File: src/rtl/i2s_clk_ctrl.sv
// Run/config sequencer for the I2S bclk/lrck divider.
// Start/stop and divider reconfiguration are deferred to an lrck frame
// boundary, followed by a quiet interval with the divider disabled.
module i2s_clk_ctrl #(
  parameter int         SETTLE_CYCLES   = 16,
  parameter int         TIMEOUT_CYCLES  = 4096,
  parameter logic [4:0] DEF_BCLK_FACTOR = 5'd4,
  parameter logic [5:0] DEF_WORD_WIDTH  = 6'd32
) (
  input  logic       mclki,
  input  logic       rst,
  input  logic       start,
  input  logic       stop,
  input  logic       cfg_valid,
  output logic       cfg_ready,
  input  logic [4:0] cfg_bclk_factor,
  input  logic [5:0] cfg_word_width,
  input  logic       lrck,
  output logic       div_enable,
  output logic [4:0] div_bclk_factor,
  output logic [5:0] div_word_width,
  output logic       running,
  output logic       cfg_error,
  output logic       timeout
);
  localparam int CMAX = (TIMEOUT_CYCLES > SETTLE_CYCLES) ? TIMEOUT_CYCLES : SETTLE_CYCLES;
  localparam int CW   = $clog2(CMAX) + 1;
  localparam logic [CW-1:0] TO_LAST = CW'(TIMEOUT_CYCLES - 1);
  localparam logic [CW-1:0] ST_LAST = CW'(SETTLE_CYCLES - 1);

  typedef enum logic [2:0] {IDLE, RUN, DRAIN, SETTLE, APPLY} state_t;

  state_t        state, state_n;
  logic          run_req, run_req_n;
  logic          pend_vld, pend_vld_eff, pend_vld_n;
  logic [4:0]    pend_bclk_factor, pend_f_eff;
  logic [5:0]    pend_word_width, pend_w_eff;
  logic [CW-1:0] cnt, cnt_n;
  logic          lrck_q, fall, accept, cfg_ok, take, tmo_n, counting;

  // next state, request bookkeeping and drain/settle counter
  always_comb begin
    accept       = cfg_valid & cfg_ready;
    cfg_ok       = (cfg_bclk_factor >= 5'd1) && (cfg_bclk_factor <= 5'd16) &&
                   ((cfg_word_width == 6'd16) || (cfg_word_width == 6'd32));
    take         = accept & cfg_ok;
    // stop beats start when both land in the same cycle
    run_req_n    = stop ? 1'b0 : (start ? 1'b1 : run_req);
    fall         = lrck_q & ~lrck;
    pend_vld_eff = pend_vld | take;
    pend_f_eff   = take ? cfg_bclk_factor : pend_bclk_factor;
    pend_w_eff   = take ? cfg_word_width  : pend_word_width;
    state_n      = state;
    tmo_n        = 1'b0;
    case (state)
      IDLE:    if (pend_vld_eff) state_n = APPLY;
               else if (run_req_n) state_n = RUN;
      RUN:     if (stop || take) state_n = DRAIN;
      DRAIN:   if (fall) state_n = SETTLE;
               else if (cnt == TO_LAST) begin
                 state_n = SETTLE;
                 tmo_n   = 1'b1;
               end
      SETTLE:  if (cnt == ST_LAST)
                 state_n = pend_vld_eff ? APPLY : (run_req_n ? RUN : IDLE);
      APPLY:   state_n = run_req_n ? RUN : IDLE;
      default: state_n = IDLE;
    endcase
    counting   = (state_n == DRAIN) || (state_n == SETTLE);
    cnt_n      = (counting && (state_n == state)) ? cnt + 1'b1 : '0;
    pend_vld_n = (state_n == APPLY) ? 1'b0 : pend_vld_eff;
  end

  // state, pending config and registered divider/status outputs
  always_ff @(posedge mclki) begin
    if (rst) begin
      state            <= IDLE;
      run_req          <= 1'b0;
      pend_vld         <= 1'b0;
      pend_bclk_factor <= DEF_BCLK_FACTOR;
      pend_word_width  <= DEF_WORD_WIDTH;
      cnt              <= '0;
      lrck_q           <= 1'b0;
      div_enable       <= 1'b0;
      div_bclk_factor  <= DEF_BCLK_FACTOR;
      div_word_width   <= DEF_WORD_WIDTH;
      running          <= 1'b0;
      cfg_ready        <= 1'b1;
      cfg_error        <= 1'b0;
      timeout          <= 1'b0;
    end else begin
      state    <= state_n;
      run_req  <= run_req_n;
      pend_vld <= pend_vld_n;
      cnt      <= cnt_n;
      lrck_q   <= lrck;
      if (take) begin
        pend_bclk_factor <= cfg_bclk_factor;
        pend_word_width  <= cfg_word_width;
      end
      // divider sees the new ratio while still disabled
      if ((state_n == APPLY) && (state != APPLY)) begin
        div_bclk_factor <= pend_f_eff;
        div_word_width  <= pend_w_eff;
      end
      div_enable <= (state_n == RUN) || (state_n == DRAIN);
      running    <= (state_n == RUN);
      cfg_ready  <= ((state_n == IDLE) || (state_n == RUN)) && !pend_vld_n;
      cfg_error  <= accept & ~cfg_ok;
      timeout    <= tmo_n;
    end
  end
endmodule

File: config.mk
export PLATFORM = sky130hd
export DESIGN_NAME = i2s_clk_ctrl
export DESIGN_NICKNAME = d
export VERILOG_FILES = /design/src/rtl/i2s_clk_ctrl.sv
export SDC_FILE = /design/constraint.sdc
export NUM_CORES = 1
export LEC_CHECK = 0
export ABC_AREA = 1
export CORE_ASPECT_RATIO = 1.4
export CORE_UTILIZATION = 45
export CTS_BUF_LIST = sky130_fd_sc_hd__clkbuf_16
export CTS_CLUSTER_SIZE = 28
export DETAILED_ROUTE_END_ITERATION = 8
export GPL_ROUTABILITY_DRIVEN = 0
export HOLD_SLACK_MARGIN = 0.05
export PLACE_DENSITY = 0.79
export SLEW_MARGIN = 30
export SYNTH_ARGS = -nofsm -noshare
export SYNTH_HDL_FRONTEND = slang
export SYNTH_SLANG_ARGS = --single-unit
export TNS_END_PERCENT = 100
File: constraint.sdc
create_clock -name mclki -period 5.2 [get_ports mclki]
set_input_delay 1.56 -clock mclki [delete_from_list [all_inputs] [get_ports mclki]]
set_output_delay 1.56 -clock mclki [all_outputs]
set_load 0.01 [all_outputs]
# ---- After elaboration in Yosys (flattened, before gate mapping)
# Cells that the tools add are included.
dict set report totals {
  word_cells 70
  output_inout_bits 16
  reg_bits 46
}
dict set report classes {
  n_lt_le_gt_ge 2
  eq_ne 14
  n_bitwise 9
  n_reduce_logical 15
  addsub 1
  muxes 15
}
# operator n
set ops {}
lappend ops {{3-bit two-way mux} 7}
lappend ops {{3-bit one-hot mux with 5 select lines} 1}
lappend ops {{13-bit by 1-bit adder with 13-bit output, second input constant} 1}
lappend ops {{13-bit by 12-bit == test with 1-bit output, second input constant} 1}
lappend ops {{13-bit by 4-bit == test with 1-bit output, second input constant} 1}
lappend ops {{3-bit by 2-bit == test with 1-bit output, second input constant} 4}
lappend ops {{3-bit by 1-bit == test with 1-bit output, second input constant} 2}
lappend ops {{3-bit == test, second input constant} 2}
lappend ops {{6-bit by 5-bit == test with 1-bit output, second input constant} 1}
lappend ops {{6-bit == test, second input constant} 1}
lappend ops {{3-bit zero test} 2}
lappend ops {{6-bit two-way mux} 1}
lappend ops {{5-bit by 1-bit >= comparator with 1-bit output, second input constant} 1}
lappend ops {{5-bit less-or-equal comparator, second input constant} 1}
lappend ops {{1-bit logical AND} 5}
lappend ops {{1-bit logical OR} 5}
lappend ops {{1-bit two-way mux} 5}
lappend ops {{5-bit two-way mux} 1}
lappend ops {{1-bit bitwise AND} 4}
lappend ops {{1-bit NOT} 4}
lappend ops {{3-bit == test} 1}
lappend ops {{3-bit != test, second input constant} 1}
lappend ops {{3-bit OR reduction} 1}
lappend ops {{2-bit OR reduction} 1}
lappend ops {{2 further kinds} 2}

# ---- Logic depth before layout (Yosys ltp)
dict set report logic_depth {
  ltp_word 13
  depth_mapped 13
  depth_no_buf 12
}

# ---- Worst setup path before layout
# No wires, ideal clock.
dict set report synth_path {
  path_kind {input -> register}
  start {input port cfg_word_width[2]}
  end {register cnt[11]}
  arrival_ps 2650
  n_path_buf 1
  stages 12
  setup_slack_ps 2489
  cell_sequence {nor2_1 nand2_1 nor2_4 nand4_4 nand2_1 nand2_1 nand2_2 nand2_4 nor2_4 nand2_4 buf_12 nor2_4}
}
dict set report synth_via {
  elab_chain_len 13
  elab_cells_between_ends 19
}
# element line_no
set synth_rtl {}
lappend synth_rtl {{start, declared} 17} ;# input logic [5:0] cfg_word_width,
lappend synth_rtl {{6-bit by 5-bit == test with 1-bit output / 6-bit == test (equally long branches)} 45} ;# ((cfg_word_width == 6'd16) || (cfg_word_width == 6'd32));
lappend synth_rtl {{1-bit logical OR *} 45}
lappend synth_rtl {{1-bit logical AND *} 44} ;# cfg_ok = (cfg_bclk_factor >= 5'd1) && (cfg_bclk_factor <= 5'd16) &&
lappend synth_rtl {{1-bit bitwise AND *} 46} ;# take = accept & cfg_ok;
lappend synth_rtl {{1-bit bitwise OR} 50} ;# pend_vld_eff = pend_vld | take;
lappend synth_rtl {{3-bit two-way mux} 65} ;# state_n = pend_vld_eff ? APPLY : (run_req_n ? RUN : IDLE);
lappend synth_rtl {{3-bit two-way mux} 64} ;# SETTLE: if (cnt == ST_LAST)
lappend synth_rtl {{3-bit one-hot mux with 5 select lines *} 55} ;# case (state)
lappend synth_rtl {{3-bit by 2-bit == test with 1-bit output} 69} ;# counting = (state_n == DRAIN) || (state_n == SETTLE);
lappend synth_rtl {{1-bit logical OR} 69}
lappend synth_rtl {{1-bit logical AND *} 70} ;# cnt_n = (counting && (state_n == state)) ? cnt + 1'b1 : '0;
lappend synth_rtl {{1-bit NOT (no source line) *} --}
lappend synth_rtl {{2-bit OR reduction (no source line) *} --}
lappend synth_rtl {{end signal, assigned} 95} ;# cnt <= cnt_n;
lappend synth_rtl {{end, declared} 38} ;# logic [CW-1:0] cnt, cnt_n;
# Mark *: on every way between the ends. The rest lies on a longest branch, timed or not.
# A chain may end at the register's enable or synchronous reset.

# ---- Final worst setup path
dict set report layout_path {
  start {input port cfg_word_width[4]}
  end {register div_word_width[4]}
}
dict set report layout_via {
  elab_chain_len 10
  elab_cells_between_ends 15
}
# element line_no
set layout_rtl {}
lappend layout_rtl {{6-bit by 5-bit == test with 1-bit output / 6-bit == test (equally long branches)} 45}
lappend layout_rtl {{1-bit logical OR} 45}
lappend layout_rtl {{1-bit logical AND} 44}
lappend layout_rtl {{1-bit bitwise AND} 46}
lappend layout_rtl {{1-bit bitwise OR} 50}
lappend layout_rtl {{3-bit two-way mux} 65}
lappend layout_rtl {{3-bit two-way mux} 64}
lappend layout_rtl {{3-bit one-hot mux with 5 select lines} 55}
lappend layout_rtl {{3-bit == test} 102} ;# if ((state_n == APPLY) && (state != APPLY)) begin
lappend layout_rtl {{1-bit logical AND} 102}
lappend layout_rtl {{end signal, assigned} 104} ;# div_word_width <= pend_w_eff;
lappend layout_rtl {{end, declared} 21} ;# output logic [5:0] div_word_width,
# Several ways; a longest one is shown, not always the timed one.

==> flow_summary.ini <==
[cts]
h-tree-depth = 2
clockBufferDepth = 2
tritoncts = built
root_buffer = clkbuf_16
cts_hold_buffers = 0
numCtsBuffers = 5
cts_setup_buffers = 0
clk_latency_ns = 0.29
clkTransAtPathRegs_ns = 0.06
cts_sinks = 46
cts_resized = 0

[worst_hold_path]
hp-class = flip-flop to flip-flop

[global_route]
antenna_found_initial = 0
track_usage = 0.1772
grt_max_degree = 27
grt_pass1_vias = 1536
grt_pass1_wl_mm = 6.299
globalRouteOverflowTotal = 0

[critical_path]
cp_max_fo = 11
start_kind = input pin
worstPathRequired_ns = 5.36
endpoint_kind = flip-flop
arrival_ns = 3.31
crit_type = input pin to flip-flop

[sta]
worstMarginPinSlew_ns = 0.5355
setup-tns-final_ns = 0
post-route-min-period_ns = 3.148
setup_viol_count_final = 0
rsz0062_at_grt = no
fin_crit_sh = 0.6054
max_freq_ghz = 0.3177
clock_skew_ns = 0.006505
slew_headroom = 0.6417
hold_viol_final = 0
drv_slew = 0

[logic_synthesis]
netlist.area_leader.share = 0.4518
syn-instance-count = 243
synth_fp_nets = 261
yosys_warnings = 0
syn_area_um2 = 2038
avgSynthCellArea_um2 = 8.388
synth_area_leaders = dfxtp_1 45%, nor2_1 7.7%, nor2_4 7.7%, nand2_1 7.6%, inv_1 4.8%
yosys.area.top_type = dfxtp_1
seq_area_frac_synth = 0.4518
synth_cell_types = 29
ys_ff_latch = 46

[pwr]
ir_worst_vdd_uv = 199.6
p_leak_nw = 0.9912
p_clk_frac = 0.421
intPower_mw = 0.5646
power_frac_seq = 0.496
switching_power_mw = 0.1645
finalPower_mw = 0.7291
switching_share = 0.2256
p_per_area_nw_per_um2 = 287.0
combPwrFrac = 0.083

[routing]
drcViolationCount = 0
drtAntennaViolNets = 0
via_per_inst = 4.654
dr.pass1.iters = 4
drt-total-wl_mm = 3.633
routedWlPerCell_um = 10.75
vias = 1573
drtIter0Drc = 28

[floorplanning]
dieWidth_um = 58.88
rows = 28
fp.dieH_um = 81.63
core_um2 = 4274
dieArea_um2 = 4806
initial_core_util = 0.4769
ios = 33

[run]
max-cap-violations = 0

[status]
outcome = finished, final reports clean

[layout]
antennaDiodeCount = 0
most-common-layout-cells = 46 x dfxtp_1, 42 x nor2_1, 41 x nand2_1, 32 x clkdlybuf4s50_1, 26 x inv_1
area_growth_pct = 24.62
fillers = 402
final_common_cell = dfxtp_1
layout.nets = 295
drive_above_1_share = 0.1691

[placed_design]
dp_hpwl_mm = 2.747
port_buffers = 32
cell type report:
class	instances	area (um^2)	share of cell area
multi-input cells	162	958.4	0.3773
flip-flops and latches	46	920.9	0.3626
repair buffers	33	327.8	0.1291
clock buffers	5	125.1	0.04926
inverters	29	111.4	0.04384
well taps	60	75.07	0.02956
clock inverters	3	21.27	0.008374
metrics by stage:
step	setup slack (ns)	instance area (um^2)	hold WS (ns)	utilization	cells
after floorplan	2.489	2038	0.4269	-	243
after global placement	1.796	2394	0.4366	0.5600	330
after detailed placement	1.759	2394	0.4390	0.5600	330
after CTS	2.064	2540	0.4485	0.5943	338
after global routing	1.848	2540	0.4848	0.5943	338
final	2.052	2540	0.4451	0.5943	338
cell families (layout without fill, tap and decap cells):
group	Yosys count	after routing	share of synthesized area
buf+inv	35	70	0.07796
fa+ha+maj	1	1	0.006138
simple gates	127	127	0.3382
xor+xnor	10	10	0.04297
flops	46	46	0.4518
compound gates	24	24	0.08288
path summary, 6_finish.rpt:
| path | start | end | slack, ns | cells after the start |
|---|---|---|---|---|
| worst max-delay path | cfg_word_width[4] | div_word_width[4]$_SDFFE_PP0P_ | 2.05 | 10 |
| worst min-delay path | pend_word_width[3]$_SDFF_PP0_ | pend_word_width[3]$_SDFF_PP0_ | 0.45 | 2 |
| worst max register to register | cnt[0]$_SDFF_PP0_ | cnt[7]$_SDFF_PP0_ | 3.32 | 10 |
| worst min register to register | pend_word_width[3]$_SDFF_PP0_ | pend_word_width[3]$_SDFF_PP0_ | 0.45 | 2 |
power by group through the flow:
stage | logic, mW | registers [mW] | clock network (mW)
2_1_floorplan | 0.0317 | 0.371 | 0
3_3_place_gp | 0.0599 | 0.370 | 0
3_5_place_dp | 0.0608 | 0.370 | 0
4_1_cts | 0.0611 | 0.362 | 0.317
5_1_grt | 0.0673 | 0.362 | 0.328
6_report | 0.0603 | 0.362 | 0.307
critical path, cell delays in order:
cell	delay, ns
clkdlybuf4s50_1	0.48
inv_1	0.06
nand2_1	0.07
nand2_2	0.06
nor2_4	0.11
nand3_1	0.10
nor2_1	0.43
nand2_1	0.14
o21ai_0	0.19
a211oi_2	0.11
synthesized netlist by cell type:
library cell,number
dfxtp_1,46
nor2_1,42
nand2_1,41
inv_1,26
nor2_4,14
o21ai_0,9
nand3_1,8
nand2_2,6
xnor2_1,6
a211oi_1,5
a211oi_2,4
a21oi_1,4
nand2_4,4
xor2_1,4
nand3_2,3
nand4_1,3
nor3_1,3
clkbuf_1,2
inv_2,2
nor2_2,2
a21oi_2,1
buf_1,1
buf_12,1
buf_2,1
buf_6,1
ha_1,1
inv_4,1
nand4_4,1
o31ai_1,1
state kept, by name (all words and copies together) (netlist names), 3 cells and up:
register and cells:
state 3, pend_word_width 6, div_word_width 6, cnt 13, pend_bclk_factor 5, div_bclk_factor 5
layer usage:
metal  global-route usage  vias up  wire, um
met2               0.3330       37      1843
met5                    0        -         0
li1                     -      825         -
met4              0.09524        0        96
met1               0.1663      701      1522
met3              0.05669       10       170
(Power assumes the default switching activity.)
